<file path="config.mk">
export PLATFORM = sky130hd
export DESIGN_NAME = multicycle_controlunit
export DESIGN_NICKNAME = d
export VERILOG_FILES = /design/src/rtl/multicycle_controlunit.sv
export SDC_FILE = /design/constraint.sdc
export NUM_CORES = 1
export LEC_CHECK = 0
export CAP_MARGIN = 40
export CORE_UTILIZATION = 39
export DETAILED_ROUTE_END_ITERATION = 8
export SETUP_SLACK_MARGIN = 0.2
export SLEW_MARGIN = 30
export SYNTH_ARGS = -nofsm -noshare
export SYNTH_HDL_FRONTEND = slang
export SYNTH_SLANG_ARGS = --single-unit
</file>
<file path="constraint.sdc">
create_clock -name clk -period 6.1 [get_ports clk]
set_input_delay 1.22 -clock clk [delete_from_list [all_inputs] [get_ports clk]]
set_output_delay 1.22 -clock clk [all_outputs]
set_load 0.02 [all_outputs]
</file>
<file path="src/rtl/multicycle_controlunit.sv">
// Multi-cycle control unit: accepts one instruction per handshake, then walks
// READ -> EXEC -> WB against an internal register file and flag register.
module multicycle_controlunit #(
  parameter int DATA_W   = 8,
  parameter int REG_AW   = 5,
  parameter int ZERO_REG = 1,
  localparam int INSTR_W = 4 + 3 * REG_AW + DATA_W
) (
  input  logic               clk,
  input  logic               reset,
  input  logic               instr_valid,
  output logic               instr_ready,
  input  logic [INSTR_W-1:0] instr,
  output logic [3:0]         opcode,
  output logic [REG_AW-1:0]  addr1,
  output logic [REG_AW-1:0]  addr2,
  output logic [REG_AW-1:0]  addr3,
  output logic [DATA_W-1:0]  number,
  output logic [3:0]         theflag,
  output logic [DATA_W-1:0]  output1,
  output logic               out_valid,
  output logic               done,
  output logic               halted,
  output logic               illegal
);

  localparam int MSB      = DATA_W - 1;
  localparam int RF_DEPTH = 1 << REG_AW;

  localparam logic [3:0] OP_ADD  = 4'd1;
  localparam logic [3:0] OP_SUB  = 4'd2;
  localparam logic [3:0] OP_AND  = 4'd3;
  localparam logic [3:0] OP_OR   = 4'd4;
  localparam logic [3:0] OP_XOR  = 4'd5;
  localparam logic [3:0] OP_NOT  = 4'd6;
  localparam logic [3:0] OP_SHL  = 4'd7;
  localparam logic [3:0] OP_SHR  = 4'd8;
  localparam logic [3:0] OP_LDI  = 4'd9;
  localparam logic [3:0] OP_ADDI = 4'd10;
  localparam logic [3:0] OP_MOV  = 4'd11;
  localparam logic [3:0] OP_CMP  = 4'd12;
  localparam logic [3:0] OP_OUT  = 4'd13;
  localparam logic [3:0] OP_HALT = 4'd14;
  localparam logic [3:0] OP_ILL  = 4'd15;

  typedef enum logic [2:0] {S_IDLE, S_READ, S_EXEC, S_WB, S_HALT} state_t;

  state_t state_q, state_d;

  logic [3:0]        opcode_q;
  logic [REG_AW-1:0] addr1_q, addr2_q, addr3_q;
  logic [DATA_W-1:0] number_q;
  logic [DATA_W-1:0] a_q, b_q, res_q, out_q;
  logic [3:0]        flg_q, flags_q;
  logic              wr_q, out_valid_q, done_q, halted_q, illegal_q;
  logic [DATA_W-1:0] rf [RF_DEPTH];

  logic [DATA_W-1:0] rd_a, rd_b, opb, alu_res;
  logic [DATA_W:0]   sum_w, diff_w;
  logic [3:0]        alu_flags;
  logic              new_v, new_c, upd_nz, alu_wr;

  // State register.
  always_ff @(posedge clk) begin
    if (reset) state_q <= S_IDLE;
    else       state_q <= state_d;
  end

  // NOTE: every always_comb output gets a default first so no latch is inferred.
  always_comb begin
    state_d     = state_q;
    instr_ready = 1'b0;
    case (state_q)
      S_IDLE: begin
        instr_ready = 1'b1;
        if (instr_valid) state_d = S_READ;
      end
      S_READ:  state_d = S_EXEC;
      S_EXEC:  state_d = S_WB;
      S_WB:    state_d = (opcode_q == OP_HALT) ? S_HALT : S_IDLE;
      S_HALT:  state_d = S_HALT;
      default: state_d = S_IDLE;
    endcase
  end

  assign rd_a = (ZERO_REG != 0 && addr2_q == '0) ? '0 : rf[addr2_q];
  assign rd_b = (ZERO_REG != 0 && addr3_q == '0) ? '0 : rf[addr3_q];

  // ALU; flags not touched by an opcode keep their previous value.
  always_comb begin
    opb     = (opcode_q == OP_ADDI) ? number_q : b_q;
    sum_w   = {1'b0, a_q} + {1'b0, opb};
    diff_w  = {1'b0, a_q} - {1'b0, b_q};
    alu_res = '0;
    new_v   = flags_q[3];
    new_c   = flags_q[1];
    upd_nz  = 1'b1;
    alu_wr  = 1'b1;
    case (opcode_q)
      OP_ADD, OP_ADDI: begin
        alu_res = sum_w[MSB:0];
        new_c   = sum_w[DATA_W];
        new_v   = (a_q[MSB] == opb[MSB]) && (sum_w[MSB] != a_q[MSB]);
      end
      OP_SUB, OP_CMP: begin
        alu_res = diff_w[MSB:0];
        new_c   = diff_w[DATA_W];
        new_v   = (a_q[MSB] != b_q[MSB]) && (diff_w[MSB] != a_q[MSB]);
        alu_wr  = (opcode_q == OP_SUB);
      end
      OP_AND: alu_res = a_q & b_q;
      OP_OR:  alu_res = a_q | b_q;
      OP_XOR: alu_res = a_q ^ b_q;
      OP_NOT: alu_res = ~a_q;
      OP_SHL: begin
        alu_res = {a_q[MSB-1:0], 1'b0};
        new_c   = a_q[MSB];
      end
      OP_SHR: begin
        alu_res = {1'b0, a_q[MSB:1]};
        new_c   = a_q[0];
      end
      OP_LDI: alu_res = number_q;
      OP_MOV: alu_res = a_q;
      default: begin
        upd_nz = 1'b0;
        alu_wr = 1'b0;
      end
    endcase
    alu_flags = upd_nz ? {new_v, alu_res[MSB], new_c, (alu_res == '0)} : flags_q;
  end

  // NOTE: sequential state uses non-blocking assignments only.
  always_ff @(posedge clk) begin
    if (reset) begin
      opcode_q    <= '0;
      addr1_q     <= '0;
      addr2_q     <= '0;
      addr3_q     <= '0;
      number_q    <= '0;
      a_q         <= '0;
      b_q         <= '0;
      res_q       <= '0;
      flg_q       <= '0;
      wr_q        <= 1'b0;
      flags_q     <= '0;
      out_q       <= '0;
      out_valid_q <= 1'b0;
      done_q      <= 1'b0;
      halted_q    <= 1'b0;
      illegal_q   <= 1'b0;
      // NOTE: the register file is cleared on reset, so it maps to flops, not RAM.
      for (int i = 0; i < RF_DEPTH; i++) rf[i] <= '0;
    end else begin
      done_q      <= 1'b0;
      out_valid_q <= 1'b0;
      case (state_q)
        S_IDLE: begin
          if (instr_valid) begin
            opcode_q <= instr[INSTR_W-1 -: 4];
            addr1_q  <= instr[INSTR_W-5 -: REG_AW];
            addr2_q  <= instr[INSTR_W-5-REG_AW -: REG_AW];
            addr3_q  <= instr[DATA_W+REG_AW-1 -: REG_AW];
            number_q <= instr[DATA_W-1:0];
          end
        end
        S_READ: begin
          a_q <= rd_a;
          b_q <= rd_b;
        end
        S_EXEC: begin
          res_q <= alu_res;
          flg_q <= alu_flags;
          wr_q  <= alu_wr;
        end
        S_WB: begin
          if (wr_q && !(ZERO_REG != 0 && addr1_q == '0)) rf[addr1_q] <= res_q;
          flags_q <= flg_q;
          done_q  <= 1'b1;
          if (opcode_q == OP_OUT) begin
            out_q       <= a_q;
            out_valid_q <= 1'b1;
          end
          if (opcode_q == OP_ILL)  illegal_q <= 1'b1;
          if (opcode_q == OP_HALT) halted_q  <= 1'b1;
        end
        default: ;
      endcase
    end
  end

  assign opcode    = opcode_q;
  assign addr1     = addr1_q;
  assign addr2     = addr2_q;
  assign addr3     = addr3_q;
  assign number    = number_q;
  assign theflag   = flags_q;
  assign output1   = out_q;
  assign out_valid = out_valid_q;
  assign done      = done_q;
  assign halted    = halted_q;
  assign illegal   = illegal_q;

endmodule

</file>
* After elaboration in Yosys (flattened, before gate mapping)
Memories as Yosys holds them, arrays and structs flattened. A register that Yosys moved wholly into a read port is not among the register bits. Cells that the tools add are included.
Word-level totals: output and inout bits 44, bits of input ports 30, logic and storage cells 96, memories 1, register bits after elaboration 75, memory bits (writable) 256
Memories:
- rf | words 32, width 8, rd ports 2, clocked after memory_dff 2, write ports 32, line 56 | logic [DATA_W-1:0] rf [RF_DEPTH];
Cells by class: add/subtract/negate cells 2, reductions and logical operators 19, bitwise logic cells 5, equality and inequality tests 24, muxes and demuxes 28
Operators by type and width (number):
- $pmux W8 S10 | 1
- $eq A4 B4 Y1 const B | 8
- $mux W8 | 4
- $mux W5 | 5
- $eq A4 B3 Y1 const B | 4
- $logic_not A5 Y1 | 3
- $pmux W3 S5 | 1
- $reduce_or A12 Y1 | 1
- $mux W1 | 11
- $reduce_or A10 Y1 | 1
- $add A8 B8 Y9 | 1
- $sub A8 B8 Y9 | 1
- $and A8 B8 Y8 | 1
- $eq A4 B2 Y1 const B | 2
- $logic_not A8 Y1 | 1
- $not A8 Y8 | 1
- $or A8 B8 Y8 | 1
- $reduce_and A2 Y1 | 4
- $reduce_or A8 Y1 | 1
- $xor A8 B8 Y8 | 1
- $eq A3 B2 Y1 const B | 2
- $mux W3 | 2
- $reduce_or A2 Y1 | 3
- $eq A4 B1 Y1 const B | 1
- other kinds (12) | 17

* Depth between registers and ports, before layout
word-level depth 9, depth in mapped cells 17, gate-level depth less buffers 14

* Worst setup path before layout
No wires, ideal clock.
kind reg2reg, start point register opcode_q[3] (netlist: opcode[3]), end point register flg_q[0], clock period less this slack 3.478 ns, required time 6.040 ns, setup time 0.060 ns, stages on the path, launching flop included 15, buffers on the path 3, data arrival time 3.418 ns, slack 2.622 ns, cell sequence dfxtp_1 clkbuf_1 nor2b_1 and2_1 clkbuf_1 clkbuf_1 o21ai_0 ha_1 a21oi_1 a21oi_1 a211oi_1 o21ai_0 xor2_1 a221oi_1 a41o_1
Between the ends: longest elaborated chain between the ends 6, elaborated cells between the ends (all ways) 21, those cells by class add/sub (1); eq/ne (12); mux (4); reduce/logical (4)
Ends and longest elaborated chain:
- start: declaration | line 50 | logic [3:0] opcode_q;
- start signal: assignment | line 160 | opcode_q <= instr[INSTR_W-1 -: 4];
- $eq A4 B4 Y1 | line 91, 99
- $mux W8 | line 91 | opb = (opcode_q == OP_ADDI) ? number_q : b_q;
- $add A8 B8 Y9 | line 92 | sum_w = {1'b0, a_q} + {1'b0, opb};
- $pmux W8 S10 | line 99 | case (opcode_q)
- $logic_not A8 Y1 | line 130 | alu_flags = upd_nz ? {new_v, alu_res[MSB], new_c, (alu_res == '0)} : flags_q;
- $mux W4 * | line 130
- end signal: assignment | line 173 | flg_q <= alu_flags;
- end: declaration | line 54 | logic [3:0] flg_q, flags_q;
Every way passes the cells marked *; elsewhere a longest branch is shown, timed or not. A chain may end at the register's enable or synchronous reset.

* Final worst setup path
start point register opcode_q[2] (netlist: opcode[2]), end point register flg_q[0]
Same word-level chain as after synthesis.

==> impl_metrics.py <==
metrics = {
    "sta": {
        "relSlewSlack": 0.4111,
        "hold_violations": 0,
        "finalCritPeriodShare": 0.6645,
        "fin_ws_ps": 2047,
        "fmax_mhz": 246.7,
        "fin_crit_ps": 4053,
        "rsz0062_at_grt": "no",
        "fin_worst_skew_ps": 16.02,
        "max_slew.worst_pin.slew_ps": 883.3,
        "setup_viol": 0,
        "maxSlewViolCount": 0,
        "fin_setup_tns_ps": 0,
    },
    "floorplan": {
        "die_x_um": 219.2,
        "dieArea_sq_um": 48050,
        "die_h_um": 219.2,
        "coreArea_sq_um": 46560,
        "initial_core_util": 0.3952,
        "io_pins": 74,
        "row_count": 79,
    },
    "grt": {
        "track_usage": 0.2264,
        "grt_max_degree": 56,
        "met1_usage": 0.3138,
        "antenna_found_initial": 1,
        "grt_first_pass_wirelength_um": 78410,
        "grt_pass1_vias": 11600,
        "use_met2": 0.3554,
        "top_usage_layer": "met2",
        "overflow": 0,
        "grtUsageMet3": 0.04172,
    },
    "synth": {
        "async_reset_ff_frac": 0,
        "avgSynthCellArea_sq_um": 12.88,
        "synth_edf_count": 256,
        "yosysSeqAreaShare": 0.5103,
        "netlist_instances": 1428,
        "ys_seq_elements": 341,
        "synth_flop_cell": "edfxtp_1",
        "synth_area_sq_um": 18400,
        "synth_cell_types": 67,
        "yosysWarningCount": 0,
    },
    "cells_and_area": {
        "mostFrequentLayoutCell": "edfxtp_1",
        "final_cell_mix": "edfxtp_1 (256), and2_1 (252), mux4_2 (160)",
        "finalInstanceArea_sq_um": 21150,
        "fillCellCount": 4188,
        "final_layout_size_suffix_gt1_frac": 0.1972,
        "antennaDiodeCount": 0,
        "syn_to_final_growth_pct": 14.95,
        "finalNetCount": 1548,
    },
    "placement": {
        "pre_cts_ws_ps": 2050,
        "place_congestion": 0.9703,
        "place_area_sq_um": 19810,
        "io_buffers": 73,
        "dp_hpwl_um": 37560,
    },
    "critical_path": {
        "criticalPathCategory": "reg2reg",
        "end_kind": "flip-flop",
        "r2r_cells": 15,
        "cp_max_fo": 37,
        "r2r_end": "flg_q[0]$_SDFFE_PP0P_",
        "critical_path_arrival_ps": 4560,
        "timing.rr.start": "opcode[2]$_SDFFE_PP0P_",
        "critPathRequiredTime_ps": 6600,
        "start_kind": "flip-flop",
        "reg2reg_slack_ps": 2050,
    },
    "clocking": {
        "ctsHoldBuffers": 0,
        "cts-root-buf": "clkbuf_16",
        "clockBufferDepth": 3,
        "htreeDepth": 2,
        "cts_num_sinks": 341,
        "clkTransAtPathRegs_ps": 60,
        "clkLatencyLatePin_ps": 570,
        "cts_buffers": 39,
        "cts_tree": "yes",
        "post-cts-setup-buffers": 0,
        "cts_resized": 0,
    },
    "routing": {
        "vias": 12120,
        "drt_first_pass_iters": 7,
        "detail_route.drc_violations": 0,
        "detail-route-antenna-nets": 0,
        "viasPerCell": 5.722,
        "first_iter_violations": 1318,
        "routed_wl_um": 53610,
        "wire_per_inst_um": 25.31,
    },
    "status": {
        "status": "complete, no violations",
    },
    "power": {
        "swShare": 0.2676,
        "p_int_mw": 4.309,
        "p_leak_nw": 7.312,
        "vdd_drop_max_mv": 0.1848,
        "p_sw_mw": 1.574,
        "seqPwrFrac": 0.460,
        "power_frac_clock": 0.398,
        "power_mw": 5.883,
        "combPwrFrac": 0.142,
        "power_density_nw_per_um2": 278.2,
    },
    "min_path": {
        "min-delay-start": "addr2[3]$_SDFFE_PP0P_",
        "hold_path_class": "reg2reg",
        "whs_path_depth": 2,
        "min_to": "addr2[3]$_SDFFE_PP0P_",
    },
    "run": {
        "drv_cap": 0,
    },
}
-- worst max path at each step --
stage,endpoint,cells past startpoint,startpoint
finish,flg_q[0]$_SDFFE_PP0P_,15,opcode[2]$_SDFFE_PP0P_
global route,flg_q[0]$_SDFFE_PP0P_,15,opcode[2]$_SDFFE_PP0P_
CTS,flg_q[0]$_SDFFE_PP0P_,14,opcode[3]$_SDFFE_PP0P_
detailed placement,flg_q[0]$_SDFFE_PP0P_,14,opcode[3]$_SDFFE_PP0P_
global placement,flg_q[0]$_SDFFE_PP0P_,14,opcode[3]$_SDFFE_PP0P_
floorplan,flg_q[0]$_SDFFE_PP0P_,14,opcode[3]$_SDFFE_PP0P_
-- critical path, stage by stage, from the launching register on --
cell and delay, ps:
dfxtp_1 290, buf_4 240, nor2b_1 500, and2_1 510, nand2_1 110, o21ai_0 90
ha_1 210, inv_1 60, fa_1 520, nor2b_1 130, o31ai_1 70, a2bb2oi_1 170
o2111ai_1 160, or4_1 500, nor3_1 220, a41o_1 190
-- power groups by stage --
| stage | Combinational, mW | Sequential (mW) | Clock (mW) |
|---|---|---|---|
| floorplan | 0.550 | 2.69 | 0 |
| global placement | 0.774 | 2.78 | 0 |
| detailed placement | 0.807 | 2.77 | 0 |
| CTS | 0.810 | 2.72 | 2.39 |
| global route | 0.883 | 2.72 | 2.46 |
| finish | 0.835 | 2.71 | 2.34 |
-- registers in the layout, indices dropped and copies added (netlist names), 3 cells and up, named ones only --
register / flops
opcode: 4
state_q: 3
flg_q: 4
output1: 8
rf: 256
addr2: 5
addr3: 5
b_q: 8
a_q: 8
theflag: 4
number: 8
res_q: 8
addr1: 5
-- per-layer routing --
metal | up-vias | wire, um
li1 | 5416 | -
met1 | 6080 | 22970
met2 | 518 | 24880
met3 | 106 | 3998
met4 | 0 | 1758
met5 | - | 0
-- metrics by stage --
stage / instances / util / hold WS (ps)
floorplan: 1435 / - / 440.5
global placement: 2031 / 0.4226 / 468.5
detailed placement: 2043 / 0.4255 / 471.8
CTS: 2112 / 0.4527 / 486.2
global route: 2118 / 0.4543 / 504.5
finish: 2118 / 0.4543 / 482.5
-- cell type report --
class,instances,area (sq um),share of cell area
clock buffer,50,1100,0.05200
sequential,341,9403,0.4446
multi-input combinational,956,8481,0.4010
inverter,27,101.3,0.004792
clock inverter,19,166.4,0.007868
tap,607,759.5,0.03591
timing repair buffer,118,1140,0.05389
-- logic make-up after synthesis --
group	Yosys count	share of synthesized area
flops	341	0.5103
fa+ha+maj	35	0.02462
buf+inv	138	0.03033
xor+xnor	13	0.006188
compound gates	180	0.05930
mux	198	0.2168
simple gates	522	0.1523
other cells	1	0.0002038
-- cell usage after synthesis, types with 10 or more instances --
cell,count,share of area
or2_2,10,0.0034
nor3_1,15,0.0041
mux4_2,160,0.20
inv_1,26,0.0053
a21oi_1,70,0.019
nor2_1,98,0.020
clkbuf_1,76,0.016
and2_1,252,0.086
edfxtp_1,256,0.42
buf_1,10,0.0020
ha_1,33,0.022
buf_2,23,0.0063
nand2_1,88,0.018
nand3_1,11,0.0030
mux2i_1,34,0.018
o21ai_0,51,0.014
dfxtp_1,85,0.092
(Power assumes the default switching activity.)
